### src/rtl/seq01101_detect_pkg.sv
// Shared state encoding and transition rule for the 0-1-1-0-1 serial pattern detector.
// Each state records how much of the pattern has been seen so far.
package seq01101_detect_pkg;

  localparam int STATE_W = 3;

  localparam logic [STATE_W-1:0] S_IDLE = 3'd0;
  localparam logic [STATE_W-1:0] S_0    = 3'd1;
  localparam logic [STATE_W-1:0] S_01   = 3'd2;
  localparam logic [STATE_W-1:0] S_011  = 3'd3;
  localparam logic [STATE_W-1:0] S_0110 = 3'd4;

  // Prefix-tracking transition. After a full match the trailing "01" is kept,
  // so overlapping patterns are still found. Unused encodings fall back to idle.
  function automatic logic [STATE_W-1:0] nextState(input logic [STATE_W-1:0] cur,
                                                   input logic              bitIn);
    case (cur)
      S_IDLE:  nextState = bitIn ? S_IDLE : S_0;
      S_0:     nextState = bitIn ? S_01   : S_0;
      S_01:    nextState = bitIn ? S_011  : S_0;
      S_011:   nextState = bitIn ? S_IDLE : S_0110;
      S_0110:  nextState = bitIn ? S_01   : S_0;
      default: nextState = S_IDLE;
    endcase
  endfunction

endpackage

### src/rtl/seq01101_detect_bit_strobe.sv
// Bit-period strobe: pulses tick in the last enabled cycle of every BIT_CYCLES-clock bit period.
// The phase counter freezes while en is low, so pauses stretch the period instead of dropping bits.
module bit_strobe #(
  parameter int BIT_CYCLES = 4
) (
  input  logic clk,
  input  logic rst,
  input  logic en,
  output logic tick
);

  localparam int BC_W = (BIT_CYCLES > 1) ? $clog2(BIT_CYCLES) : 1;
  localparam logic [BC_W-1:0] BC_LAST = BC_W'(BIT_CYCLES - 1);

  logic [BC_W-1:0] r_bc;

  always_ff @(posedge clk) begin
    if (rst) begin
      r_bc <= '0;
    end else if (en) begin
      if (r_bc == BC_LAST) begin
        r_bc <= '0;
      end else begin
        r_bc <= r_bc + BC_W'(1);
      end
    end
  end

  assign tick = en && (r_bc == BC_LAST);

endmodule

### src/rtl/seq01101_detect.sv
// Serial 0-1-1-0-1 detector: one-cycle match pulse per (overlapping) occurrence,
// with a saturating match counter and a sticky overflow flag.
module seq01101_detect
  import seq01101_detect_pkg::*;
#(
  parameter int BIT_CYCLES = 4,
  parameter int CNT_W      = 8
) (
  input  logic               clk,
  input  logic               rst,
  input  logic               en,
  input  logic               din,
  output logic               match,
  output logic [CNT_W-1:0]   match_cnt,
  output logic               cnt_sat,
  output logic [STATE_W-1:0] state
);

  localparam logic [CNT_W-1:0] CNT_MAX = {CNT_W{1'b1}};

  logic                 w_tick;
  logic                 w_hit;
  logic                 w_illegal;
  logic [STATE_W-1:0]   r_state;
  logic                 r_match;
  logic [CNT_W-1:0]     r_cnt;
  logic                 r_sat;

  bit_strobe #(
    .BIT_CYCLES(BIT_CYCLES)
  ) u_strobe (
    .clk (clk),
    .rst (rst),
    .en  (en),
    .tick(w_tick)
  );

  assign w_hit     = w_tick && din && (r_state == S_0110);
  assign w_illegal = (r_state > S_0110);

  // An illegal encoding recovers to idle on the next clock even without a tick.
  always_ff @(posedge clk) begin
    if (rst) begin
      r_state <= S_IDLE;
    end else if (w_tick || w_illegal) begin
      r_state <= nextState(r_state, din);
    end
  end

  always_ff @(posedge clk) begin
    if (rst) begin
      r_match <= 1'b0;
      r_cnt   <= '0;
      r_sat   <= 1'b0;
    end else begin
      r_match <= w_hit;
      if (w_hit) begin
        if (r_cnt == CNT_MAX) begin
          r_sat <= 1'b1;
        end else begin
          r_cnt <= r_cnt + CNT_W'(1);
        end
      end
    end
  end

  assign match     = r_match;
  assign match_cnt = r_cnt;
  assign cnt_sat   = r_sat;
  assign state     = r_state;

endmodule

### config.mk
export PLATFORM = sky130hd
export DESIGN_NAME = seq01101_detect
export DESIGN_NICKNAME = d
export VERILOG_FILES = /design/src/rtl/seq01101_detect_pkg.sv /design/src/rtl/seq01101_detect_bit_strobe.sv /design/src/rtl/seq01101_detect.sv
export SDC_FILE = /design/constraint.sdc
export NUM_CORES = 1
export LEC_CHECK = 0
export CORE_MARGIN = 2
export CORE_UTILIZATION = 51
export CTS_CLUSTER_DIAMETER = 80
export DETAILED_ROUTE_END_ITERATION = 8
export GPL_ROUTABILITY_DRIVEN = 1
export HOLD_SLACK_MARGIN = 0.12
export PLACE_DENSITY = 0.81
export SKIP_CTS_REPAIR_TIMING = 1
export SLEW_MARGIN = 30
export SYNTH_ARGS = -nofsm -noshare
export SYNTH_HDL_FRONTEND = slang
export SYNTH_SLANG_ARGS = --single-unit
### constraint.sdc
create_clock -name clk -period 3.7 [get_ports clk]
set_input_delay 0.555 -clock clk [delete_from_list [all_inputs] [get_ports clk]]
set_output_delay 0.555 -clock clk [all_outputs]
set_load 0.05 [all_outputs]
Word level (Yosys, flattened, before mapping)
Cells that the tools add are included.

storage, ports and cells
  bits in registers = 15
  latch bits = 0
  RAM bits = 0
  ROM bits = 0
  bits of input ports = 4
  output and inout bits = 13
  logic and storage cells = 29
  memories = 0

operators by class
  add/sub/neg operators = 2
  $mul = 0
  div/mod/pow operators = 0
  $lt $le $gt $ge = 1
  equal/unequal tests = 6
  shift-type cells = 0
  muxes and demuxes = 6
  bitwise logic cells = 1
  reductions and logical operators = 8

operator list
  cell                                                                   number
  3-bit case mux with 4 select lines                                     1
  8-bit by 1-bit adder with 8-bit output, second input constant          1
  8-bit equality test, second input constant                             1
  3-bit by 2-bit equality test with 1-bit output, second input constant  2
  2-bit two-way mux                                                      3
  2-bit AND reduction                                                    2
  3-bit by 1-bit equality test with 1-bit output, second input constant  1
  3-bit equality test, second input constant                             1
  3-bit greater-than comparator, second input constant                   1
  1-bit logical AND                                                      3
  3-bit zero test                                                        1
  3-bit two-way mux                                                      1
  2-bit by 1-bit adder with 2-bit output, second input constant          1
  2-bit equality test, second input constant                             1
  2-bit OR reduction                                                     1
  1-bit logical OR                                                       1
  1-bit two-way mux                                                      1
  1-bit NOT                                                              1

Depth between registers and ports, before layout
  depth in word-level cells = 5
  gate-level depth with buffers = 6
  depth with buffers taken out = 5

Hierarchy
Synthesis repeated with hierarchy kept, for this count alone.

unflattened totals
  cells, all modules = 91
  area total of the unflattened synthesis = 857.1 um2

modules (own cells, without submodules)
  module           instances  cells each  area an instance (um2)  sequential area each (um2)
  seq01101_detect  1          82          764.5                   260.2
  bit_strobe       1          9           92.6                    40.0

Least setup slack after synthesis
No wires, ideal clock.

  path kind = register to register
  start point = register r_cnt[0] (netlist: match_cnt[0])
  end point = register r_cnt[5] (netlist: match_cnt[5])
  setup time = 123 ps
  arrival time = 1885 ps
  path slack = 1692 ps
  stages on the path, launching flop included = 7
  buffers on the path = 1
  period minus slack after synthesis = 2008 ps
  cell sequence = dfxtp_1 > ha_1 > and2_1 > and4_1 > buf_2 > nor4_1 > mux2_1

on the way
  longest elaborated chain between the ends = 3
  elaborated cells between the ends (all ways) = 4
  classes of those cells = 1 x add/sub; 1 x eq/ne; 1 x bitwise; 1 x reduce/logical

ends and longest elaborated chain
  element                                                                                         RTL line               source
  from (decl)                                                                                     seq01101_detect.sv:26  logic [CNT_W-1:0] r_cnt;
  from (signal assigned)                                                                          seq01101_detect.sv:61  r_cnt <= r_cnt + CNT_W'(1);
  parallel branches: the longest is 3 deep, another holds 8-bit by 1-bit adder with 8-bit output  -

Several ways; the timed one is not identified.
A chain may end at the register's enable or synchronous reset.

Worst setup path after layout
  start point = register r_state[0] (netlist: state[0])
  end point = output port state[0]

RTL lines
  element                 RTL line               source
  from (decl)             seq01101_detect.sv:24  logic [STATE_W-1:0] r_state;
  from (signal assigned)  seq01101_detect.sv:46  r_state <= nextState(r_state, din);
  to (decl)               seq01101_detect.sv:16  output logic [STATE_W-1:0] state

No word-level cell between the ends.

==> qor.yml <==
placed_design:
  pre_cts_slack_ps: 1397
  dp_hpwl_um: 1019
  place.port_buffers: 16
  gp_congestion: 0.7869
setup_path:
  path_buf_inv: 1
  start_kind: "register"
  r2r_slack_ps: 1820
  reg2reg_depth: 5
  path_class: "register to primary output"
  crit_arrival_ps: 1620
  critPathMaxFanout: 7
  path_cells: "clkdlybuf4s50_1"
  slowest_delay_ps: 850
  crit_slowest_cell: "clkdlybuf4s50_1"
  crit_family: "buffers and inverters"
  rr_startpoint: "match_cnt[0]"
  cp-end-kind: "primary output"
  worst-path-stages: 1
  timing.rr.end: "match_cnt[5]"
  crit_required_ps: 3140
floorplan:
  initial_utilization_pct: 56.00
  rows: 13
  core_um2: 1334
  die-area_um2: 1787
  die_x_um: 42.27
  die_y_um: 42.27
  pin_count: 17
clock_network:
  clk_latency_ps: 280
  cts-root-buf: "clkbuf_4"
  clkTransAtPathRegs_ps: 80
  cts_made_buffers: 3
  tritoncts: "done"
  cts_max_path_buffers: 2
  cts_sinks: 15
  h-tree-depth: 1
detailed_routing:
  drc: 0
  wire_per_inst_um: 12.56
  drt-met1-wl_um: 672
  drt_iter0_markers: 23
  finalWirelength_um: 1444
  wl_met2_um: 635
  first_pass_iters: 4
  via_count: 666
  via_per_inst: 5.791
  dr_wl_met3_um: 98
  highest_layer: "met4"
  drtAntennaViolNets: 0
grt:
  grt_start_max_net_pins: 17
  antenna_found_initial: 0
  grt.overflow.total: 0
  grtUsageTotal_pct: 18.92
  grt_pass1_wl_um: 2539
  grt_pass1_vias: 599
run:
  maxCapViolations: 0
yosys:
  synth_most_common_cell: "dfxtp_1"
  synth_edf_count: 0
  synth_area_leaders: "dfxtp_1 40%, a21oi_1 6.7%, nor2_1 5.5%"
  avgSynthCellArea_um2: 8.892
  ys_seq_elements: 15
  synth_flop_cell: "dfxtp_1"
  synth_top_area_share_pct: 40.20
  ys_warn_count: 0
  ys_types: 31
  yosysTopAreaCell: "dfxtp_1"
  async_flop_share_pct: 0
  syn-num-nets: 90
  syn_area_um2: 747.0
  ys_seq_area_share_pct: 40.20
  synthCells: 84
  synthTopCellsByCount: "15 x dfxtp_1, 11 x nor2_1, 10 x a21oi_1"
pwr:
  total_power_uw: 272.0
  ir_drop_uv: 259.8
  p_leak_uw: 0.0003143
  powerDensity_nw_per_um2: 293.4
worst_hold_path:
  min_delay_path_depth: 2
  worstHoldPathType: "register to register"
  hold_start: "cnt_sat"
  hold_end: "cnt_sat"
final_layout:
  antenna_cells: 0
  num-nets-final: 107
  drive_gt1_share_pct: 5.000
  area_delta_synth_final_pct: 24.12
timing:
  finalMaxSlewViolations: 0
  worst_slack_ps: 1529
  setup_viol: 0
  grt_setup_unrepaired: "no"
  hold_viol: 0
  period_needed_ps: 2171
  finalClockSkew_ps: 1.788
  slew_headroom_pct: 61.63
  worst_pin_slew_ps: 573.7
  min_period_over_period_pct: 58.69
  tns_ps: 0
  fmax_mhz: 460.5
outcome:
  status: "finished clean"
[how the worst max path moves through the flow]
stage,from,endpoint
after detailed placement,en,match_cnt[5]
after global routing,state[0],state[0]
after global placement,en,match_cnt[5]
after floorplan,match_cnt[0],match_cnt[5]
after CTS,state[1],state[1]
final,state[0],state[0]
[worst reg2reg max path, cell delays in order (launching register included)]
cell	delay, ps
dfxtp_1	360
ha_1	230
and2_1	180
and4_1	320
nor4_1	330
mux2_1	360
[final cells by class]
type                       instances  area (um2)
inverter                           1       3.754
timing repair buffer              16       160.2
fill                             108       406.6
sequential                        15       300.3
multi-input combinational         64       417.9
clock buffer                       4       26.28
tap                               15       18.77
[flip-flops by register name (all words and copies together), names as in the netlist]
register and flops:
match_cnt 8, state 3, u_strobe.r_bc 2, cnt_sat 1
match 1
[per-layer routing]
metal | vias to the layer above | track usage, %
li1 | 342 | -
met1 | 299 | 22.69
met2 | 21 | 29.23
met3 | 4 | 7.328
met4 | 0 | 9.375
met5 | - | 0
[cell families after synthesis]
kind of cell	after synthesis	share of synthesized area, %
muxes	3	4.188
AOI/OAI and AO/OA	21	17.09
DFF	15	40.20
adders and majority gates	2	3.350
and+or+nand+nor	38	31.33
buffers and inverters	5	3.852
[cell usage in the layout, fill, tap and decap left out, types with 2 or more instances in the layout]
master,Yosys,routed
mux2i_1,2,2
nand2_1,6,6
clkbuf_4,0,3
dfxtp_1,15,15
a21oi_1,10,10
nor2_1,11,11
and2_1,2,2
nor2b_1,2,2
o21ai_1,2,2
ha_1,2,2
o31ai_1,5,5
or4_1,2,2
and4_1,2,2
or3_1,4,4
clkdlybuf4s50_1,0,16
[where the power goes]
group	total (uW)	leakage, uW	switching (uW)	internal (uW)
registers	165	0.000121	1.46	163
clock network	92.3	0.0000150	50.4	41.9
logic	14.9	0.000178	8.43	6.45
total	272	0.000314	60.3	212
[stage by stage]
step / area, um2 / std cells / hold slack (ps) / util (%)
after floorplan: 747.0 / 84 / 464.6 / -
after global placement: 900.9 / 111 / 461.9 / 67.54
after detailed placement: 900.9 / 111 / 464.9 / 67.54
after CTS: 927.1 / 115 / 489.3 / 69.51
after global routing: 927.1 / 115 / 524.9 / 69.51
final: 927.1 / 115 / 482.9 / 69.51
No activity file was read; power rests on OpenSTA's default activity.
==> RTL change, RTL diff (same flow settings) <==
Make the reset (`rst`) asynchronous in 3 clocked blocks.
--- a/src/rtl/seq01101_detect_bit_strobe.sv
+++ b/src/rtl/seq01101_detect_bit_strobe.sv
@@ -15,5 +15,5 @@
   logic [BC_W-1:0] r_bc;
 
-  always_ff @(posedge clk) begin
+  always_ff @(posedge clk or posedge rst) begin
     if (rst) begin
       r_bc <= '0;
--- a/src/rtl/seq01101_detect.sv
+++ b/src/rtl/seq01101_detect.sv
@@ -40,5 +40,5 @@
 
   // An illegal encoding recovers to idle on the next clock even without a tick.
-  always_ff @(posedge clk) begin
+  always_ff @(posedge clk or posedge rst) begin
     if (rst) begin
       r_state <= S_IDLE;
@@ -48,5 +48,5 @@
   end
 
-  always_ff @(posedge clk) begin
+  always_ff @(posedge clk or posedge rst) begin
     if (rst) begin
       r_match <= 1'b0;
Behaviour: differs if rst is asserted again (counterexample within 10 cycles, from zero or initial values and one cycle with rst high); with rst held inactive, the same outputs for 10 cycles.
==> RTL change against the original RTL <==
- global-route usage down 2.0 points
- non-clock buffer count unchanged
- synthesized area down 1.5%
- synthesized cell count down 19%
- wire length down 8.2%
- sequential cell count unchanged
- worst hold slack worse by 0.014 ns
- cell area up 1.5%
- register-to-register slack better by 0.29 ns
- setup slack worse by 0.041 ns
- die area down 1.4%
Power is not compared: it rests on default switching activity, and its combinational part moved more than twofold at a synthesized area within 25%.
==> RTL change: results (changes against the original RTL) <==
Route
  • Drt first pass iters: 4 (unchanged)
  • Routed WL per cell: 12.87 um (+2.5%)
  • Vias: 562 (-16%)
  • Violation count after the first detailed-routing iteration: 18 (-22%)
  • Total Routed Length: 1326 um (-8.2%)

Power and ir drop
  • Power share of the combinational group: between 30% and 40%
  • Clock network power share: 20.8%
  • Leakage dissipation: 0.4328 nW
  • Maximum ir drop on the vdd rail: 0.5208 mV
  • Net Sw Frac: 35.85%

Flow run
  • Maximum Capacitance Violations: 0 (unchanged)

Logic synthesis
  • Cell types occupying the most area after synthesis: sky130_fd_sc_hd__dfrtp_1 51%, sky130_fd_sc_hd__xor2_1 4.8%, sky130_fd_sc_hd__nand2_1 3.6%
  • Yosys cell types: 25 (-19%)
  • Prevailing post-synth register cell: sky130_fd_sc_hd__dfrtp_1
  • Syn nets: 74 (-18%)
  • Seq/Total Area, Yosys: 51.02% (+11 points)
  • Avg Cell Area, Syn: 10.82 um^2 (+22%)
  • Proportion of register bits with asynchronous set or reset after synthesis: 100.0% (+100 points)
  • Top cells by instance count after synthesis: 15 x sky130_fd_sc_hd__dfrtp_1, 7 x sky130_fd_sc_hd__nand2_1, 6 x sky130_fd_sc_hd__nor2_1
  • Number of warning messages in the yosys log: 0 (unchanged)
  • Fraction of synthesized cell area taken by the top area cell type: 51.02% (+11 points)

Cells and area
  • Final nets: 95 (-11%)
  • Number of diodes added for antenna fixing: 0 (unchanged)
  • Ratio of cells with drive above 1 in the final layout: 9.091% (+4.1 points)
  • Fillers: 98 (-9.3%)
  • Max reg flops: 8 (unchanged)

Timing
  • Pin slew with the least headroom to its limit: 0.5543 ns (-0.01936 ns)
  • Worst Clk Skew: 0.005064 ns (+0.003275 ns)

Worst setup path
  • Largest stage delay on the critical path: 0.86 ns
  • Data arrival at the endpoint of the critical path: 1.66 ns (+0.04 ns)
  • Dominant delay contributor by cell family on the critical path: buffers and inverters
  • Critical path fanouts, max: 7 (unchanged)
  • Critical-path top delay cell: sky130_fd_sc_hd__clkdlybuf4s50_1

Global routing
  • Number of global-route vias before repair: 481 (-20%)
  • Total global routing track utilization: 16.91% (-2.0 points)
  • Largest net degree at the start of global routing: 16 (-1)
  • First-pass GRT wire length: 2228 um (-12%)
  • Antenna violations before repair: 0 (unchanged)

Clocking
  • Clock latency reported for the late side of the worst-skew pair: 0.28 ns (about the same)
  • Clock root buffer: sky130_fd_sc_hd__clkbuf_4
  • Number of buffers added by the clock tree synthesis step: 3 (unchanged)
  • CTS HTree Levels: 1 (unchanged)
  • Clock transition time at the flip-flop clock pins of the worst setup and hold paths: 0.09 ns
  • Number of buffers on the longest clock path: 2 (unchanged)

Placed design
  • Port-buffer cells: 16 (unchanged)
  • Gp weighted congestion: 0.8200 (+4.2%)
  • Total placed instance area: 914.6 um^2 (+1.5%)
  • Instance count after placement with tap cells included: 99 (-11%)
  • Estimated wirelength of the detail-placed design: 986.1 um (-3.2%)

Hold path
  • Worst min path class: register to register

Status
  • Run status: complete, no violations
-- RTL change: cell count changes in the layout (fill, tap and decap cells not counted), sizes merged, moves of 5 or more --
cell	change
dfrtp	+15
a21oi	-8
nor2	-5
dfxtp	-15
nand3	+5
-- RTL change: through the flow --
step / util [%] / power, W / worst slack (ns)
detailed placement: 69.42 / 0.0003518 / 1.545
global route: 71.41 / 0.0004648 / 1.453
global placement: 69.42 / 0.0003494 / 1.587
finish: 71.41 / 0.0004402 / 1.487
floorplan: - / 0.0003110 / 1.908
CTS: 71.41 / 0.0004436 / 1.498
-- RTL change: layout make-up --
type	count	area [um^2]	area share, %
Clock buffer	4	26.28	2.793
Multi-Input combinational cell	50	349.1	37.10
Sequential cell	15	375.4	39.89
Timing Repair Buffer	16	160.2	17.02
Tap cell	15	18.77	1.995
Inverter	3	11.26	1.197
-- RTL change: final timing paths --
kind                       startpoint                to  slack [ns]  cells past startpoint
max in group asynchronous         rst      match_cnt[5]        2.72                      2
min in group asynchronous         rst  u_strobe.r_bc[0]        0.61                      2
hold reg to reg               cnt_sat           cnt_sat        0.47                      1
setup / recovery             state[0]          state[0]        1.49                      1
setup reg to reg             state[0]      match_cnt[1]        2.11                      4
hold / removal                cnt_sat           cnt_sat        0.47                      1
-- RTL change: cells by family (layout without fill, tap and decap cells) --
kind of cell	Yosys count	in the layout	share of synthesized area, %
mux	5	5	7.483
flops	15	15	51.02
buf+inv	3	23	1.531
fa+ha+maj	2	2	3.401
xor+xnor	5	5	5.952
compound gates	10	10	8.333
simple gates	28	28	22.28
-- RTL change: routing by layer --
metal | GRT usage [%] | vias to the layer above | routed length, um
met5 | 0 | - | 0
met4 | 7.742 | 0 | 26
met3 | 3.017 | 4 | 74
met2 | 24.38 | 23 | 581
met1 | 24.65 | 255 | 644
li1 | - | 280 | -
